## src/rtl/sprite_frame_streamer.sv

```systemverilog
// rtl/sprite_frame_streamer.sv - raster pixel source placing one scaled ROM sprite on a background
module sprite_frame_streamer #(
    parameter int                    WIDTH      = 240,
    parameter int                    HEIGHT     = 240,
    parameter int                    PIXEL_SIZE = 16,
    parameter int                    SCALE      = 5,
    parameter int                    SPRITE_W   = 48,
    parameter int                    SPRITE_H   = 48,
    parameter int                    ADDR_W     = 13,
    parameter int                    SEL_W      = 4,
    parameter logic [PIXEL_SIZE-1:0] BG_COLOR   = '0
) (
    input  logic                       clk,
    input  logic                       rst,
    input  logic [SEL_W-1:0]           sprite_sel,
    input  logic [ADDR_W-1:0]          sprite_base,
    input  logic [$clog2(WIDTH)-1:0]   win_x,
    input  logic [$clog2(HEIGHT)-1:0]  win_y,
    input  logic                       continuous,
    output logic [ADDR_W-1:0]          rom_addr,
    input  logic [PIXEL_SIZE-1:0]      rom_rdata,
    output logic [PIXEL_SIZE-1:0]      pixel_data,
    output logic                       pixel_valid,
    input  logic                       pixel_ready,
    output logic                       frame_done
);

    localparam int          XW    = $clog2(WIDTH);
    localparam int          YW    = $clog2(HEIGHT);
    localparam int          SW    = $clog2(SCALE + 1);
    localparam logic [31:0] WIN_W = 32'(SPRITE_W * SCALE);
    localparam logic [31:0] WIN_H = 32'(SPRITE_H * SCALE);

    typedef enum logic [2:0] {
        S_IDLE,
        S_FETCH,
        S_WAIT,
        S_STREAM,
        S_DONE
    } state_t;

    state_t              state;
    logic [XW-1:0]       x_q;
    logic [YW-1:0]       y_q;
    logic [SW-1:0]       sub_x_q;
    logic [SW-1:0]       sub_y_q;
    logic [ADDR_W-1:0]   tx_q;
    // row_addr_q holds base + ty*SPRITE_W so no multiplier is needed per pixel
    logic [ADDR_W-1:0]   row_addr_q;
    logic [XW-1:0]       win_x_q;
    logic [YW-1:0]       win_y_q;
    logic [SEL_W-1:0]    latched_sel;
    logic                pending;

    logic in_x;
    logic in_y;
    logic last_col;
    logic last_row;
    logic start;

    // Window membership of the current raster position, clipped by the frame edge naturally
    assign in_x     = (32'(x_q) >= 32'(win_x_q)) && (32'(x_q) < 32'(win_x_q) + WIN_W);
    assign in_y     = (32'(y_q) >= 32'(win_y_q)) && (32'(y_q) < 32'(win_y_q) + WIN_H);
    assign last_col = (x_q == XW'(WIDTH - 1));
    assign last_row = (y_q == YW'(HEIGHT - 1));
    assign start    = (state == S_IDLE) || ((state == S_DONE) && (continuous || pending));

    // Address is stable for the whole FETCH cycle so the synchronous ROM returns data during WAIT
    assign rom_addr = row_addr_q + tx_q;

    // Frame scan FSM: counters, texel tracking, handshake and deferred sprite changes
    always_ff @(posedge clk or negedge rst) begin
        if (!rst) begin
            state       <= S_IDLE;
            x_q         <= '0;
            y_q         <= '0;
            sub_x_q     <= '0;
            sub_y_q     <= '0;
            tx_q        <= '0;
            row_addr_q  <= '0;
            win_x_q     <= '0;
            win_y_q     <= '0;
            latched_sel <= '0;
            pending     <= 1'b0;
            pixel_data  <= '0;
            pixel_valid <= 1'b0;
            frame_done  <= 1'b0;
        end else begin
            if ((state != S_IDLE) && (sprite_sel != latched_sel)) begin
                pending <= 1'b1;
            end

            if (start) begin
                latched_sel <= sprite_sel;
                row_addr_q  <= sprite_base;
                win_x_q     <= win_x;
                win_y_q     <= win_y;
                pending     <= 1'b0;
                x_q         <= '0;
                y_q         <= '0;
                sub_x_q     <= '0;
                sub_y_q     <= '0;
                tx_q        <= '0;
                frame_done  <= 1'b0;
                state       <= S_FETCH;
            end else begin
                case (state)
                    S_FETCH: begin
                        if (in_x && in_y) begin
                            state <= S_WAIT;
                        end else begin
                            pixel_data  <= BG_COLOR;
                            pixel_valid <= 1'b1;
                            state       <= S_STREAM;
                        end
                    end
                    S_WAIT: begin
                        pixel_data  <= rom_rdata;
                        pixel_valid <= 1'b1;
                        state       <= S_STREAM;
                    end
                    S_STREAM: begin
                        if (pixel_ready) begin
                            pixel_valid <= 1'b0;
                            if (last_col) begin
                                x_q     <= '0;
                                sub_x_q <= '0;
                                tx_q    <= '0;
                                y_q     <= y_q + 1'b1;
                                if (in_y) begin
                                    if (sub_y_q == SW'(SCALE - 1)) begin
                                        sub_y_q    <= '0;
                                        row_addr_q <= row_addr_q + ADDR_W'(SPRITE_W);
                                    end else begin
                                        sub_y_q <= sub_y_q + 1'b1;
                                    end
                                end
                            end else begin
                                x_q <= x_q + 1'b1;
                                if (in_x) begin
                                    if (sub_x_q == SW'(SCALE - 1)) begin
                                        sub_x_q <= '0;
                                        tx_q    <= tx_q + 1'b1;
                                    end else begin
                                        sub_x_q <= sub_x_q + 1'b1;
                                    end
                                end
                            end
                            if (last_col && last_row) begin
                                frame_done <= 1'b1;
                                state      <= S_DONE;
                            end else begin
                                state <= S_FETCH;
                            end
                        end
                    end
                    S_DONE: begin
                        frame_done <= 1'b1;
                    end
                    default: begin
                        state <= S_IDLE;
                    end
                endcase
            end
        end
    end

endmodule

```

## config.mk

```make
export PLATFORM = sky130hd
export DESIGN_NAME = sprite_frame_streamer
export DESIGN_NICKNAME = d
export VERILOG_FILES = /design/src/rtl/sprite_frame_streamer.sv
export SDC_FILE = /design/constraint.sdc
export NUM_CORES = 1
export LEC_CHECK = 0
export BUFFER_PORTS_ARGS = -buffer_cell sky130_fd_sc_hd__clkbuf_2
export CELL_PAD_IN_SITES_DETAIL_PLACEMENT = 0
export CELL_PAD_IN_SITES_GLOBAL_PLACEMENT = 1
export CORE_ASPECT_RATIO = 1.75
export CORE_MARGIN = 2
export CORE_UTILIZATION = 39
export CTS_CLUSTER_DIAMETER = 30
export CTS_CLUSTER_SIZE = 10
export DETAILED_ROUTE_END_ITERATION = 16
export GPL_ROUTABILITY_DRIVEN = 0
export PLACE_DENSITY_LB_ADDON = 0.1
export SETUP_SLACK_MARGIN = 0.4
export SLEW_MARGIN = 20
export SYNTH_ARGS = -nofsm -noshare
export SYNTH_HDL_FRONTEND = slang
export SYNTH_SLANG_ARGS = --single-unit
export TNS_END_PERCENT = 5
```

## constraint.sdc

```tcl
create_clock -name clk -period 2.69 [get_ports clk]
set_clock_uncertainty 0.1 [all_clocks]
set_input_delay 0.538 -clock clk [delete_from_list [all_inputs] [get_ports clk]]
set_output_delay 0.538 -clock clk [all_outputs]
set_load 0.02 [all_outputs]
```

==> results of run 1 <==
cell type report:
cell class              instances  area, µm²  share of cell area [%]
repair buffers                147        978                    14.0
clock inverters                 5       78.8                    1.13
inverters                      37        139                    1.99
clock buffers                  11        233                    3.33
multi-input cells             437       3090                    44.2
well taps                     174        218                    3.11
flip-flops and latches         90       2250                    32.2
sequential cells by signal, summed over array words and instances, names as in the netlist:
name and count:
win_y_q 8, latched_sel 4, win_x_q 8, pending 1
sub_y_q 3, tx_q 13, pixel_data 16, row_addr_q 13
y_q 8, frame_done 1, pixel_valid 1, x_q 8
state 3, sub_x_q 3
logic make-up after synthesis:
group | after synthesis | synth area share (%)
and+or+nand+nor | 199 | 18.2
xor gates and xnor gates | 29 | 4.78
muxes | 2 | 0.400
adders and majority gates | 47 | 11.2
DFF | 90 | 42.4
AOI/OAI and AO/OA | 160 | 19.1
buffers and inverters | 53 | 3.88
layout by cell type (no fill, tap or decap), types with 5 or more instances in the layout:
master     synthesis  routed
a21o_1             6       6
a21oi_1           27      22
a22o_1            17      17
a31oi_1           13      12
and3_1             6       5
buf_4              1      66
buf_6              0       5
clkbuf_16          0       9
clkbuf_2           0      70
dfrtp_1           90      89
ha_1              46      43
inv_1             37      32
inv_2              0       5
nand2_1           80      78
nand3_1           17      15
nand4_1           13      13
nor2_1            37      37
nor3_1             8       7
o21ai_0           61      49
o21ai_1            1      10
o31ai_1            7       6
or3_1              8       8
xnor2_1           20      15
xnor2_2            0       5
xor2_1             9       8
through the flow:
step | hold slack, ns | util [%] | instances | cell area [µm²]
after floorplan | 0.142 | - | 580 | 5340
after global placement | 0.364 | 47.6 | 881 | 6370
after detailed placement | 0.373 | 47.6 | 881 | 6370
after CTS | 0.228 | 51.4 | 898 | 6890
after global routing | 0.273 | 52.2 | 901 | 6990
final | 0.177 | 52.2 | 901 | 6990
critical path, stage by stage (launching register included):
cell       delay [ns]
dfrtp_1          0.41
ha_4             0.18
inv_2            0.05
fa_2             0.20
nor2b_2          0.05
o21ai_2          0.16
a21boi_2         0.08
or4_4            0.47
nand3_4          0.09
o2111ai_4        0.13
a21oi_2          0.17
xnor2_1          0.12
buf_4            0.16
what timing repair did:
item | CTS | global route
pin swaps | 43 | 20
setup endpoints to repair | 58 | 60
setup buffers | 1 | 3
resized for setup | 60 | 27
per-layer routing:
layer / vias to the layer above / track usage (%) / wire length [µm]
met5: - / 0 / 0
met4: 0 / 5.54 / 209
met3: 10 / 2.04 / 226
met2: 52 / 40.6 / 8360
met1: 2328 / 21.0 / 5320
li1: 2356 / - / -
where the power goes:
part / internal, mW / switching [mW]
Combinational: 1.66 / 2.04
Sequential: 1.82 / 0.394
Clock: 0.814 / 0.534
Total: 4.29 / 2.97
worst max path at each step:
stage / startpoint / to / cells after the start
floorplan: tx_q[0] / rom_addr[10] / 10
global placement: tx_q[0] / rom_addr[12] / 12
detailed placement: tx_q[0] / rom_addr[12] / 12
CTS: tx_q[0] / rom_addr[10] / 11
global route: row_addr_q[0] / rom_addr[12] / 12
finish: row_addr_q[0] / rom_addr[12] / 12
==> flow_summary.toml, run 1 <==
[synthesis]
ys_types = 54
syn_inst = 580
ys_async_sr_fraction_pct = 100
syn_area_um2 = 5310
ys_seq_area_share_pct = 42.4
ys_seq_elements = 90
synth_nets = 680
ys_top_cells_by_area = "dfrtp_1 42%, ha_1 11%, o21ai_0 5.7%, nand2_1 5.7%, xnor2_1 3.3%"
ys_top_cells_by_count = "90 x dfrtp_1, 80 x nand2_1, 61 x o21ai_0"
synth-edff-count = 0
synth_top_area_cell = "dfrtp_1"
yosys_most_used_dff = "dfrtp_1"
synth.most_common_cell = "dfrtp_1"
avgSynthCellArea_um2 = 9.16
synth_top_area_share_pct = 42.4
yosysWarnings = 0

[sta]
fin_crit_ns = 3.24
min_period_over_period_pct = 121
fin_ws_ns = -0.552
hold_violations = 0
slew_headroom_pct = 44.6
fin_tns_setup_ns = -2.60
rsz0062_at_grt = "true"
slew_violations = 0
setup_violations = 8
worstMarginPinSlew_ns = 0.831
clock.fmax_mhz = 308

[global_routing]
gr-total-overflow = 0
grt_pass1_vias = 4823
grt_pass1_wl_um = 22800
grt_max_degree = 64
grt_use_total_pct = 19.8
antenna_found_initial = 0

[clocking]
root_buffer = "clkbuf_16"
cts.clk_slew.worst_paths_ns = 0.07
clock_path_buffers = 2
clkSinkCount = 90
clk_latency_ns = 0.34
cts_tree = "done"
cts_made_buffers = 9
htreeDepth = 3
holdBufCountCts = 0

[pwr]
power.total_mw = 7.26
vdd.ir_drop.worst_mv = 0.502
power_leakage_nw = 3.36
p_per_area_nw_per_um2 = 1040

[worst_setup_path]
required_ns = 2.05
r2r-end = "row_addr_q[10]"
endpoint_kind = "output pin"
ff2ff_setup_slack_ns = -0.01
worstSetupPathType = "reg -> out"
critPathLaunchType = "flop"
crit_arrival_ns = 2.60
worst_r2r_path_depth = 13
crit_fanout = 2
rr_startpoint = "win_y_q[5]"

[status]
status = "finished with violations"
violations = "setup timing"

[floorplan]
top_level_ports = 84
num_rows = 56
core_um2 = 13400
die_h_um = 158
die_w_um = 92.2
start_util_pct = 39.7
die-area_um2 = 14600

[drt]
route.detailed.drc = 0
viasPerCell = 5.27
drtPass1Iterations = 4
routedWlPerCell_um = 15.7
drtIter0Drc = 168
wirelength_um = 14100
vias = 4746
detail-route-antenna-nets = 0

[placement]
dpl_worst_slack_ns = -0.416
dpl.hpwl_um = 10600
portBuffers = 83

[cells_and_area]
n_antenna_cell = 0
drive_above_1_share_pct = 29.6
syn2layout_area_growth_pct = 31.6
nFillCells = 1317
nNetsFinal = 822

[min_path]
hold_path.class = "in -> async"

[job]
drv_cap = 0
Note: power is estimated with default switching activity, not from simulation.
==> run 2, diff against run 1 <==
CORE_UTILIZATION = 40   (was 39)
clock period = 4 ns   (was 2.69 ns; I/O delays follow)
==> run 2 against run 1 <==
Net effect: the flow now finishes without violations; critical path depth down 2; worst hold slack better by 0.15 ns; sequential power down 32%; wire length down 6.5%; final cell count down 5.9%; largest cell class unchanged.
==> flow_summary.toml, run 2 (same netlist as run 1, synthesis figures left out) <==
[floorplan]
die_w_um = 91.1
core_um2 = 12900
start_util_pct = 41.1
die-area_um2 = 14300
die_h_um = 156
top_level_ports = 84
num_rows = 55

[worst_setup_path]
crit_fanout = 6
endpoint_kind = "output pin"
crit_arrival_ns = 2.61
critical-path-max-stage-delay_ns = 0.43
worstSetupPathType = "reg -> out"
path_cells = "ha_1 -> nand2_1 -> a2bb2oi_2 -> a21oi_1 -> a21oi_2 -> nor2b_1 -> o21a_1 -> o41a_1 -> xor2_1 -> buf_2"
critPathLaunchType = "flop"
crit_buf_inv = 1
required_ns = 3.10
slowest_stage = "dfrtp_1"
path_delay_family = "compound AO/OA/AOI/OAI gates"

[sta]
clock.fmax_mhz = 285
worstMarginPinSlew_ns = 0.715
slew_headroom_pct = 52.3
rsz0062_at_grt = "true"
slew_violations = 0
fin_tns_setup_ns = 0
whs_ns = 0.326
hold_violations = 0
fin_crit_ns = 3.51
min_period_over_period_pct = 87.8
setup_violations = 0

[min_path]
hold_path.class = "in -> async"

[pwr]
p_per_area_nw_per_um2 = 698
power_leakage_nw = 3.03
vdd.ir_drop.worst_mv = 0.274

[drt]
route.detailed.drc = 0
detail-route-antenna-nets = 0
viasPerCell = 5.37
drtPass1Iterations = 4
vias = 4554
drtIter0Drc = 221
wirelength_um = 13200
routedWlPerCell_um = 15.6

[clocking]
cts.clk_slew.worst_paths_ns = 0.07
clkSinkCount = 90
clk_latency_ns = 0.34
htreeDepth = 3
clock_path_buffers = 2
holdBufCountCts = 0
cts_tree = "done"
root_buffer = "clkbuf_16"
cts_made_buffers = 9

[cells_and_area]
n_antenna_cell = 0
syn2layout_area_growth_pct = 20.5
drive_above_1_share_pct = 21.0
layout_commonest_cell = "dfrtp_1"
final_cell_mix = "89 x dfrtp_1, 80 x nand2_1, 79 x clkbuf_2"
largest_register = "pixel_data"
largest_reg_flops = 16
nNetsFinal = 772
top_regs = "pixel_data: 16 flops, row_addr_q: 13 flops, tx_q: 13 flops"

[global_routing]
grt_pass1_wl_um = 22400
grt_pass1_vias = 4637
gr-total-overflow = 0
grt_use_total_pct = 19.6
grt_max_degree = 53
antenna_found_initial = 0

[placement]
dpl.hpwl_um = 9890
portBuffers = 83

[job]
drv_cap = 0

[status]
status = "completed"
==> run 2: layer usage <==
metal / GRT usage (%) / wire length [µm] / share of wire, % / up-vias
li1: - / - / - / 2257
met1: 22.1 / 5280 / 40 / 2209
met2: 36.9 / 7310 / 55 / 68
met3: 2.94 / 287 / 2.2 / 20
met4: 7.14 / 320 / 2.4 / 0
met5: 0 / 0 / 0 / -
==> run 2: cell type report <==
| class | instances | area [µm²] |
|---|---|---|
| clock buffers | 9 | 225 |
| clock inverters | 7 | 101 |
| fillers | 1307 | 6540 |
| inverters | 37 | 139 |
| multi-input cells | 437 | 2940 |
| flip-flops and latches | 90 | 2250 |
| well taps | 171 | 214 |
| repair buffers | 97 | 528 |
==> run 2: path summary, 6_finish.rpt <==
check	start	to	slack, ns	cells after the start
worst max-delay path	tx_q[3]	rom_addr[11]	0.49	10
worst min register to register	frame_done	frame_done	0.39	1
worst min-delay path	rst	frame_done	0.33	1
max in group asynchronous	rst	x_q[4]	2.67	2
worst max register to register	win_x_q[4]	pixel_data[3]	0.84	11
min in group clk	frame_done	frame_done	0.39	1
==> run 2: through the flow <==
stage / util (%) / total power [mW] / area, µm² / setup WS (ns) / std cells
2_1_floorplan: - / 2.88 / 5310 / 0.759 / 580
3_3_place_gp: 46.0 / 3.45 / 5950 / 0.631 / 827
3_5_place_dp: 46.0 / 3.51 / 5950 / 0.571 / 827
4_1_cts: 49.3 / 4.52 / 6380 / 0.388 / 847
5_1_grt: 49.5 / 4.82 / 6400 / 0.323 / 848
6_report: 49.5 / 4.47 / 6400 / 0.487 / 848
==> run 2: power by group <==
part           internal, mW  leakage, nW  switching [mW]  total [mW]
sequential             1.22         1.15           0.272        1.50
combinational         0.810         1.73            1.23        2.04
clock                 0.552        0.152           0.378       0.930
==> run 2: what timing repair did <==
| item | CTS | global route |
|---|---|---|
| endpoints found under the setup margin | 4 | 4 |
| setup buffers | 4 | 1 |
| cloned | 0 | 0 |
| pin swaps | 8 | 3 |
| endpoints found under the hold margin | 0 | 0 |
| resized for setup | 18 | 5 |
